==> config.mk <==
export PLATFORM = sky130hd
export DESIGN_NAME = bmf_h_decoder
export DESIGN_NICKNAME = d
export VERILOG_FILES = /design/src/rtl/bmf_pkg.sv /design/src/rtl/bmf_bool_product.sv /design/src/rtl/bmf_h_decoder.sv
export SDC_FILE = /design/constraint.sdc
export NUM_CORES = 1
export LEC_CHECK = 0
export CAP_MARGIN = 10
export CORE_MARGIN = 2
export CORE_UTILIZATION = 35
export CTS_BUF_LIST = sky130_fd_sc_hd__clkbuf_16
export DETAILED_ROUTE_END_ITERATION = 7
export PLACE_DENSITY_LB_ADDON = 0.12
export SYNTH_ARGS = -nofsm -noshare
export SYNTH_HDL_FRONTEND = slang
export SYNTH_HIERARCHICAL = 1
export SYNTH_SLANG_ARGS = --single-unit
==> constraint.sdc <==
create_clock -name clk -period 3.5 [get_ports clk]
set_input_delay 0.7 -clock clk [delete_from_list [all_inputs] [get_ports clk]]
set_output_delay 0.7 -clock clk [all_outputs]
set_load 0.05 [all_outputs]
==> src/rtl/bmf_pkg.sv <==
// Shared types and defaults for the BMF h-side decoder.
// Holds the semiring select and the power-on basis pattern.
package bmf_pkg;

  localparam int K_DEF = 5;
  localparam int M_DEF = 6;
  localparam int MAX_M = 32;

  typedef enum logic {
    SR_OR  = 1'b0,
    SR_XOR = 1'b1
  } semiring_e;

  // Row r drives output bit r+1, so po[0] stays 0 and po[r+1] mirrors k[r].
  function automatic logic [MAX_M-1:0] h_reset_row(input int r, input int m);
    logic [MAX_M-1:0] row;
    row = '0;
    if (r + 1 < m) row[r+1] = 1'b1;
    return row;
  endfunction

endpackage

==> src/rtl/bmf_bool_product.sv <==
// Combinational Boolean product po = k x H over OR/AND or XOR/AND.
// Zero latency, no flow control.
module bmf_bool_product
  import bmf_pkg::*;
#(
  parameter int K = K_DEF,
  parameter int M = M_DEF
) (
  input  logic [K-1:0]   k,
  input  logic [K*M-1:0] h,
  input  semiring_e      mode,
  output logic [M-1:0]   po
);

  always_comb begin
    po = '0;
    for (int r = 0; r < K; r++) begin
      if (k[r]) begin
        if (mode == SR_XOR) po = po ^ h[r*M +: M];
        else                po = po | h[r*M +: M];
      end
    end
  end

endmodule

==> src/rtl/bmf_h_decoder.sv <==
// Programmable-basis BMF decoder: one registered stage, 1-cycle latency.
// in_ready passes out_ready through when the output register is full; no skid buffer.
module bmf_h_decoder
  import bmf_pkg::*;
#(
  parameter int K     = K_DEF,
  parameter int M     = M_DEF,
  parameter int CNT_W = 16,
  localparam int RW   = (K > 1) ? $clog2(K) : 1
) (
  input  logic             clk,
  input  logic             rst,
  input  logic             cfg_we,
  input  logic [RW-1:0]    cfg_row,
  input  logic [M-1:0]     cfg_data,
  input  logic             cfg_xor,
  input  logic             in_valid,
  output logic             in_ready,
  input  logic [K-1:0]     in_k,
  output logic             out_valid,
  input  logic             out_ready,
  output logic [M-1:0]     out_po,
  output logic [CNT_W-1:0] dec_count
);

  logic [K*M-1:0]   h_q;
  logic [K*M-1:0]   h_rst;
  semiring_e        mode_q;
  logic [M-1:0]     dec_po;
  logic             row_hit;
  logic             accept;
  logic             deliver;

  for (genvar r = 0; r < K; r++) begin : g_rst
    localparam logic [MAX_M-1:0] RST_ROW = h_reset_row(r, M);
    assign h_rst[r*M +: M] = RST_ROW[M-1:0];
  end

  assign row_hit = cfg_we && (32'(cfg_row) < K);
  assign in_ready = !out_valid || out_ready;
  assign accept   = in_valid && in_ready;
  assign deliver  = out_valid && out_ready;

  bmf_bool_product #(
    .K (K),
    .M (M)
  ) u_product (
    .k    (in_k),
    .h    (h_q),
    .mode (mode_q),
    .po   (dec_po)
  );

  // Config updates land on the same edge as an accept, so the accepted word sees the old basis.
  always_ff @(posedge clk) begin
    if (rst) begin
      h_q    <= h_rst;
      mode_q <= SR_OR;
    end else if (row_hit) begin
      h_q[32'(cfg_row)*M +: M] <= cfg_data;
      mode_q                   <= semiring_e'(cfg_xor);
    end
  end

  always_ff @(posedge clk) begin
    if (rst) begin
      out_valid <= 1'b0;
      out_po    <= '0;
      dec_count <= '0;
    end else begin
      if (accept) begin
        out_valid <= 1'b1;
        out_po    <= dec_po;
      end else if (deliver) begin
        out_valid <= 1'b0;
      end
      if (deliver && (dec_count != '1)) dec_count <= dec_count + 1'b1;
    end
  end

endmodule

Yosys cells after proc, flatten, opt, wreduce, memory -nomap -nowiden
Cells that the tools add are included.
{"block": "word_totals", "ff_bits": 54, "latchBits": 0, "mem_bits_rw": 0, "mem_bits_ro": 0, "inputBits": 20, "n_memories": 0}
{"block": "op_classes", "n_addsub": 2, "mul": 1, "n_div": 0, "magnitude_cmp": 1, "eq_ne": 1, "n_shift": 2, "n_mux": 12, "bitwise": 8, "n_reduce_logical": 7}
{"operator": "$mux 6", "n": 9}
{"operator": "$neg 6->34", "n": 1}
{"operator": "$shift 6x34->30 const A", "n": 1}
{"operator": "$shiftx 6x34->30", "n": 1}
{"operator": "$bwmux 30", "n": 1}
{"operator": "$or 6x6->6", "n": 4}
{"operator": "$xor 6x6->6", "n": 4}
{"operator": "$add 16x1->16 const B", "n": 1}
{"operator": "$ne 16x16->1 const B", "n": 1}
{"operator": "$mul 3x2->5 const B", "n": 1}
{"operator": "$logic_and 1x1->1", "n": 4}
{"operator": "$lt 3x3->1 const B", "n": 1}
{"operator": "$mux 1", "n": 2}
{"operator": "$reduce_bool 2->1", "n": 1}
{"operator": "$logic_not 1->1", "n": 1}
{"operator": "$logic_or 1x1->1", "n": 1}

Longest topological paths before layout
{"block": "depth", "ltp_word": 13, "depth_mapped": 17}

Cells and area by module
Netlist, hierarchy kept.
{"module": "bmf_h_decoder", "n_inst": 1, "cells_each": 383, "area_per_inst_um2": 3229.3, "seq_area_each_um2": 1081.0}
{"module": "bmf_bool_product", "n_inst": 1, "cells_each": 156, "area_per_inst_um2": 1032.2, "seq_area_each_um2": 0.0}

Worst setup path before layout
No wires, ideal clock.
{"block": "synth_timing", "path_kind": "input to register", "from": "input port cfg_row[0]", "to": "register h_q[8]", "setup_ns": 0.120, "arrival_time_ns": 3.260, "required_time_ns": 3.380, "path_slack_ns": 0.120, "path_stages": 11, "path_buffers": 2, "cell_sequence": "ha_1 > fa_1 > xor2_1 > buf_2 > nor3_1 > ha_1 > and4_1 > clkbuf_1 > and4_1 > nor2b_1 > a211o_1"}
{"block": "synth_via", "elab_chain_len": 4}
{"item": "start: declaration", "line_no": "bmf_h_decoder.sv:14", "rtl": "input logic [RW-1:0] cfg_row,"}
{"item": "$mul 3x2->5", "line_no": "bmf_h_decoder.sv:60", "rtl": "h_q[32'(cfg_row)*M +: M] <= cfg_data;"}
{"item": "$neg 6->34", "line_no": "bmf_h_decoder.sv:60"}
{"item": "$shiftx 6x34->30 / $shift 6x34->30 (equally long branches)", "line_no": "bmf_h_decoder.sv:60"}
{"item": "$bwmux 30", "line_no": "bmf_h_decoder.sv:60"}
{"item": "end signal: assignment", "line_no": "bmf_h_decoder.sv:57", "rtl": "h_q <= h_rst;"}
{"item": "end signal: indexed assignment", "line_no": "bmf_h_decoder.sv:60"}
{"item": "end: declaration", "line_no": "bmf_h_decoder.sv:26", "rtl": "logic [K*M-1:0] h_q;"}
Parallel ways exist; a longest one is shown, timed or not.
A chain may end at the register's enable or synchronous reset.

Worst setup path after layout
{"block": "layout_timing", "from": "input port cfg_row[0]", "to": "register h_q[18]"}
The elaborated chain is that of the path after synthesis.

==> metrics.md <==
| Metric | Value |
|---|---|
| Residual DRC | `0` |
| R2R Path End | `out_po[5]$_SDFFE_PP0P_` |
| Worst-path clk slew | `0.07 ns` |
| Cell family with most CP delay | `adder cells` |
| Fin area | `0.00540 sq mm` |
| Synth Cell Area | `0.00426 sq mm` |
| CP max FO | `13` |
| Hold crit path type | `flop to flop` |
| Adder-Cell Fraction of Synth Area | `roughly 8.4%` |
| Diode count | `0` |
| Sequential share of the synthesized area | `25.4%` |
| Max Cap Viol | `0` |
| CTS tree | `built` |
| Post-synthesis compound-gate area fraction | `21.5%` |
| Die Ht | `114 um` |
| Mux share of post-synthesis cell area | `7.46%` |
| Lkg Pwr | `2.15 nW` |
| Crit-path cells | `clkdlybuf4s50_1 -> ha_1 -> fa_2 -> inv_1 -> ha_1 -> buf_4 -> nor3b_2 -> buf_4 -> a2bb2oi_1 -> or4_1 -> mux2i_1` |
| Startpoint types | `input port` |
| DIE AREA | `0.0131 sq mm` |
| CTS root buf | `clkbuf_16` |
| Ratio of final minimum period to clock period | `a little over nine tenths` |
| Detailed-route wire length | `between 10 and 15 mm` |
| Synth warn | `6` |
| Post-CTS Hold Fix Bufs | `0` |
| RSZ-0062 raised after global routing | `false` |
| Asr flop ratio synth | `0%` |
| Drt pass-1 iters | `4` |
| Synthesized flop and latch total | `54` |
| Initial DRC Count | `197` |
| Total core area | `0.0120 sq mm` |
| Worst setup path category | `input port to flop` |
| Worst-Skew Late Latency | `0.30 ns` |
| CP arrival | `3.55 ns` |
| Final nets | `around 670` |
| Worst vdd ir | `roughly 0.18 mV` |
| Tot Pwr | `approximately 1.7 mW` |
| Final worst clock skew | `0.00643 ns` |
| Grt ovf | `0` |
| Net count after synthesis | `roughly 600` |
| Vias after detailed routing | `between 4000 and 5000` |
| Req. time, crit path | `3.72 ns` |
| CP endpoint | `h_q[18]$_SDFFE_PP0P_` |
| Sink Count | `54` |
| Status | `completed` |
| Fmax | `0.300 GHz` |
| Least-Margin Pin Slew | `between 1 and 1.5 ns` |
| Worst setup path start | `cfg_row[0]` |
| Post-synth EDFFs | `0` |
| Largest net degree at the start of global routing | `61` |
| Die X-Extent | `114 um` |
| Final setup TNS | `0 ns` |
| Post-Synth Simple-Gate Area | `26.2%` |
| Syn avg cell area | `7.91 sq um` |
| Crit end category | `flop` |
| Vias in the first global route | `4168` |
| Total GRT Usage | `about a fifth` |
| Xor/xnor cell area share of the yosys netlist | `under 10%` |
| Ys flop type | `dfxtp_1` |
| Placed inst area | `0.00523 sq mm` |
| Filler instances | `1227` |
| Reg2Reg Depth | `16` |
| Slowest library cell on the worst path | `fa_2` |
| Gate count after technology mapping | `539` |
| First-pass GRT wire length | `approximately 20 mm` |
| Initial Util | `35.6%` |
| Post-DR wirelength/cell | `15.3 um` |
| Path length in cells of the critical path | `11` |
| Clock buffer count from CTS | `5` |
| Final HPWL DP | `9.26 mm` |
| Multi-input gate area | `0.00292 sq mm` |
| Slew headroom | `between 20% and 30%` |
| Hold Vio Cnt, Final | `0` |
| Initial antenna violation count | `0` |
| Total area of sequential cells | `~0.0011 sq mm` |
| FP Rows | `40` |
| Fraction of layout cells with a size suffix above 1 | `between 15 and 20%` |
| PwrDens | `about 320 mW/mm^2` |
| Count of final setup violators | `0` |
| Tmin final | `3.33 ns` |
| CTS H-tree depth | `2` |
| CTS Buffer Depth | `2` |
| Reg2reg start | `h_q[5]$_SDFFE_PP0P_` |
| # IOs | `44` |
| Hold path cells | `2` |
| Largest family of logic cells by synthesized area | `simple AND/OR/NAND/NOR gates` |
| R2R setup slack | `0.67 ns` |
| Bufs and invs on worst path | `4` |
| Max stage delay on crit path | `0.59 ns` |
| Routability congestion estimate | `0.885` |
| P&R area growth vs syn | `26.8%` |
| Synth unique cells | `69` |
| Routed Antenna Nets | `0` |
| Via density | `~5.4` |
| Slew Viols, Final | `0` |
| PortBufs | `43` |
-- area by class of cell --
| type | count | area share [%] |
|---|---|---|
| well taps | 147 | 3.40 |
| flip-flops and latches | 54 | 20.0 |
| clock buffers | 5 | 2.32 |
| inverters | 29 | 2.01 |
| multi-input cells | 422 | 54.1 |
| repair buffers | 112 | 17.7 |
| clock inverters | 3 | 0.463 |
-- timing repair --
action | in CTS | in global routing
buffers inserted | 0 | 0
endpoints found under the setup margin | 4 | 14
gates cloned | 0 | 0
gates resized for setup | 1 | 10
pin swaps | 0 | 2
-- placed cells by master, fill, tap and decap left out, types with 9 or more instances in the layout --
cell type	count
dfxtp_1	54
inv_1	28
nand2_1	46
xor2_1	13
nand2b_1	14
buf_4	67
nor2_1	47
ha_1	27
a21oi_1	42
mux2i_1	25
nor4_1	9
nand3_1	20
o21ai_0	16
nor3_1	13
and3_1	9
o211ai_1	9
clkdlybuf4s50_1	40
-- registers in the layout, indices dropped and copies added, names as in the netlist --
| signal | cells |
|---|---|
| out_po | 6 |
| h_q | 30 |
| mode_q | 1 |
| out_valid | 1 |
| dec_count | 16 |
-- worst min-delay path, delay by kind of cell (launching register included) --
| kind | cells | cell delay, ns |
|---|---|---|
| AOI/OAI and AO/OA | 1 | 0.05 |
| DFF | 1 | 0.31 |
| and+or+nand+nor | 1 | 0.05 |
-- routing by layer --
metal  vias up  global-route usage [%]  routed length (um)
met5         -                       0                   0
met2        77                    30.5                5250
met4         0                    6.26                 318
met1      1959                    27.7                5960
met3        19                    2.01                 319
li1       2119                       -                   -
-- cell usage after synthesis (all sizes together), types with 3 or more instances --
cell / n / area, sq um
o32ai: 3 / 33.8
xnor2: 6 / 67.6
nand4: 8 / 50.1
nand3: 20 / 100
and3: 10 / 62.6
inv: 29 / 109
nor3: 14 / 81.3
o21bai: 3 / 22.5
buf: 20 / 120
nor3b: 5 / 47.5
xor2: 14 / 123
dfxtp: 54 / 1080
ha: 27 / 338
mux2i: 25 / 250
and2: 8 / 50.1
nand2b: 14 / 87.6
nor4: 10 / 68.8
a41o: 3 / 30.0
nor2: 47 / 176
clkbuf: 14 / 52.6
and4: 5 / 43.8
a21oi: 42 / 210
a22oi: 6 / 45.0
nand2: 47 / 179
a211oi: 5 / 42.5
or3: 8 / 55.1
o211ai: 9 / 67.6
o21ai: 22 / 110
a211o: 3 / 26.3
a31oi: 5 / 37.5
mux2: 6 / 67.6
a32oi: 6 / 82.6
nor2b: 8 / 50.1
a21o: 7 / 52.6
-- logic make-up after synthesis --
group                      after synthesis
DFF                                     54
AOI/OAI and AO/OA                      131
and+or+nand+nor                        212
buffers and inverters                   63
adders and majority gates               28
muxes                                   31
xor gates and xnor gates                20
-- metrics by stage --
stage	hold slack [ns]	cells	worst slack, ns	utilization, %
after CTS	0.465	772	0.114	45.0
after detailed placement	0.452	764	-0.364	43.7
after global placement	0.447	764	-0.280	43.7
final	0.457	772	0.170	45.2
after global routing	0.481	772	0.0249	45.2
after floorplan	0.435	539	0.120	-
-- how the worst min path moves through the flow --
stage,from,to
6_report,out_po[3]$_SDFFE_PP0P_,out_po[3]$_SDFFE_PP0P_
5_1_grt,out_po[0]$_SDFFE_PP0P_,out_po[0]$_SDFFE_PP0P_
4_1_cts,out_po[3]$_SDFFE_PP0P_,out_po[3]$_SDFFE_PP0P_
3_5_place_dp,out_po[1]$_SDFFE_PP0P_,out_po[1]$_SDFFE_PP0P_
3_3_place_gp,out_po[3]$_SDFFE_PP0P_,out_po[3]$_SDFFE_PP0P_
2_1_floorplan,h_q[22]$_SDFFE_PP1P_,h_q[22]$_SDFFE_PP1P_
-- power breakdown --
part | switching (mW) | internal [mW] | total, mW
registers | 0.0109 | 0.630 | 0.641
logic | 0.321 | 0.250 | 0.571
clock network | 0.239 | 0.270 | 0.509
total | 0.571 | 1.15 | 1.72
Power figures use the tool's default switching activity.
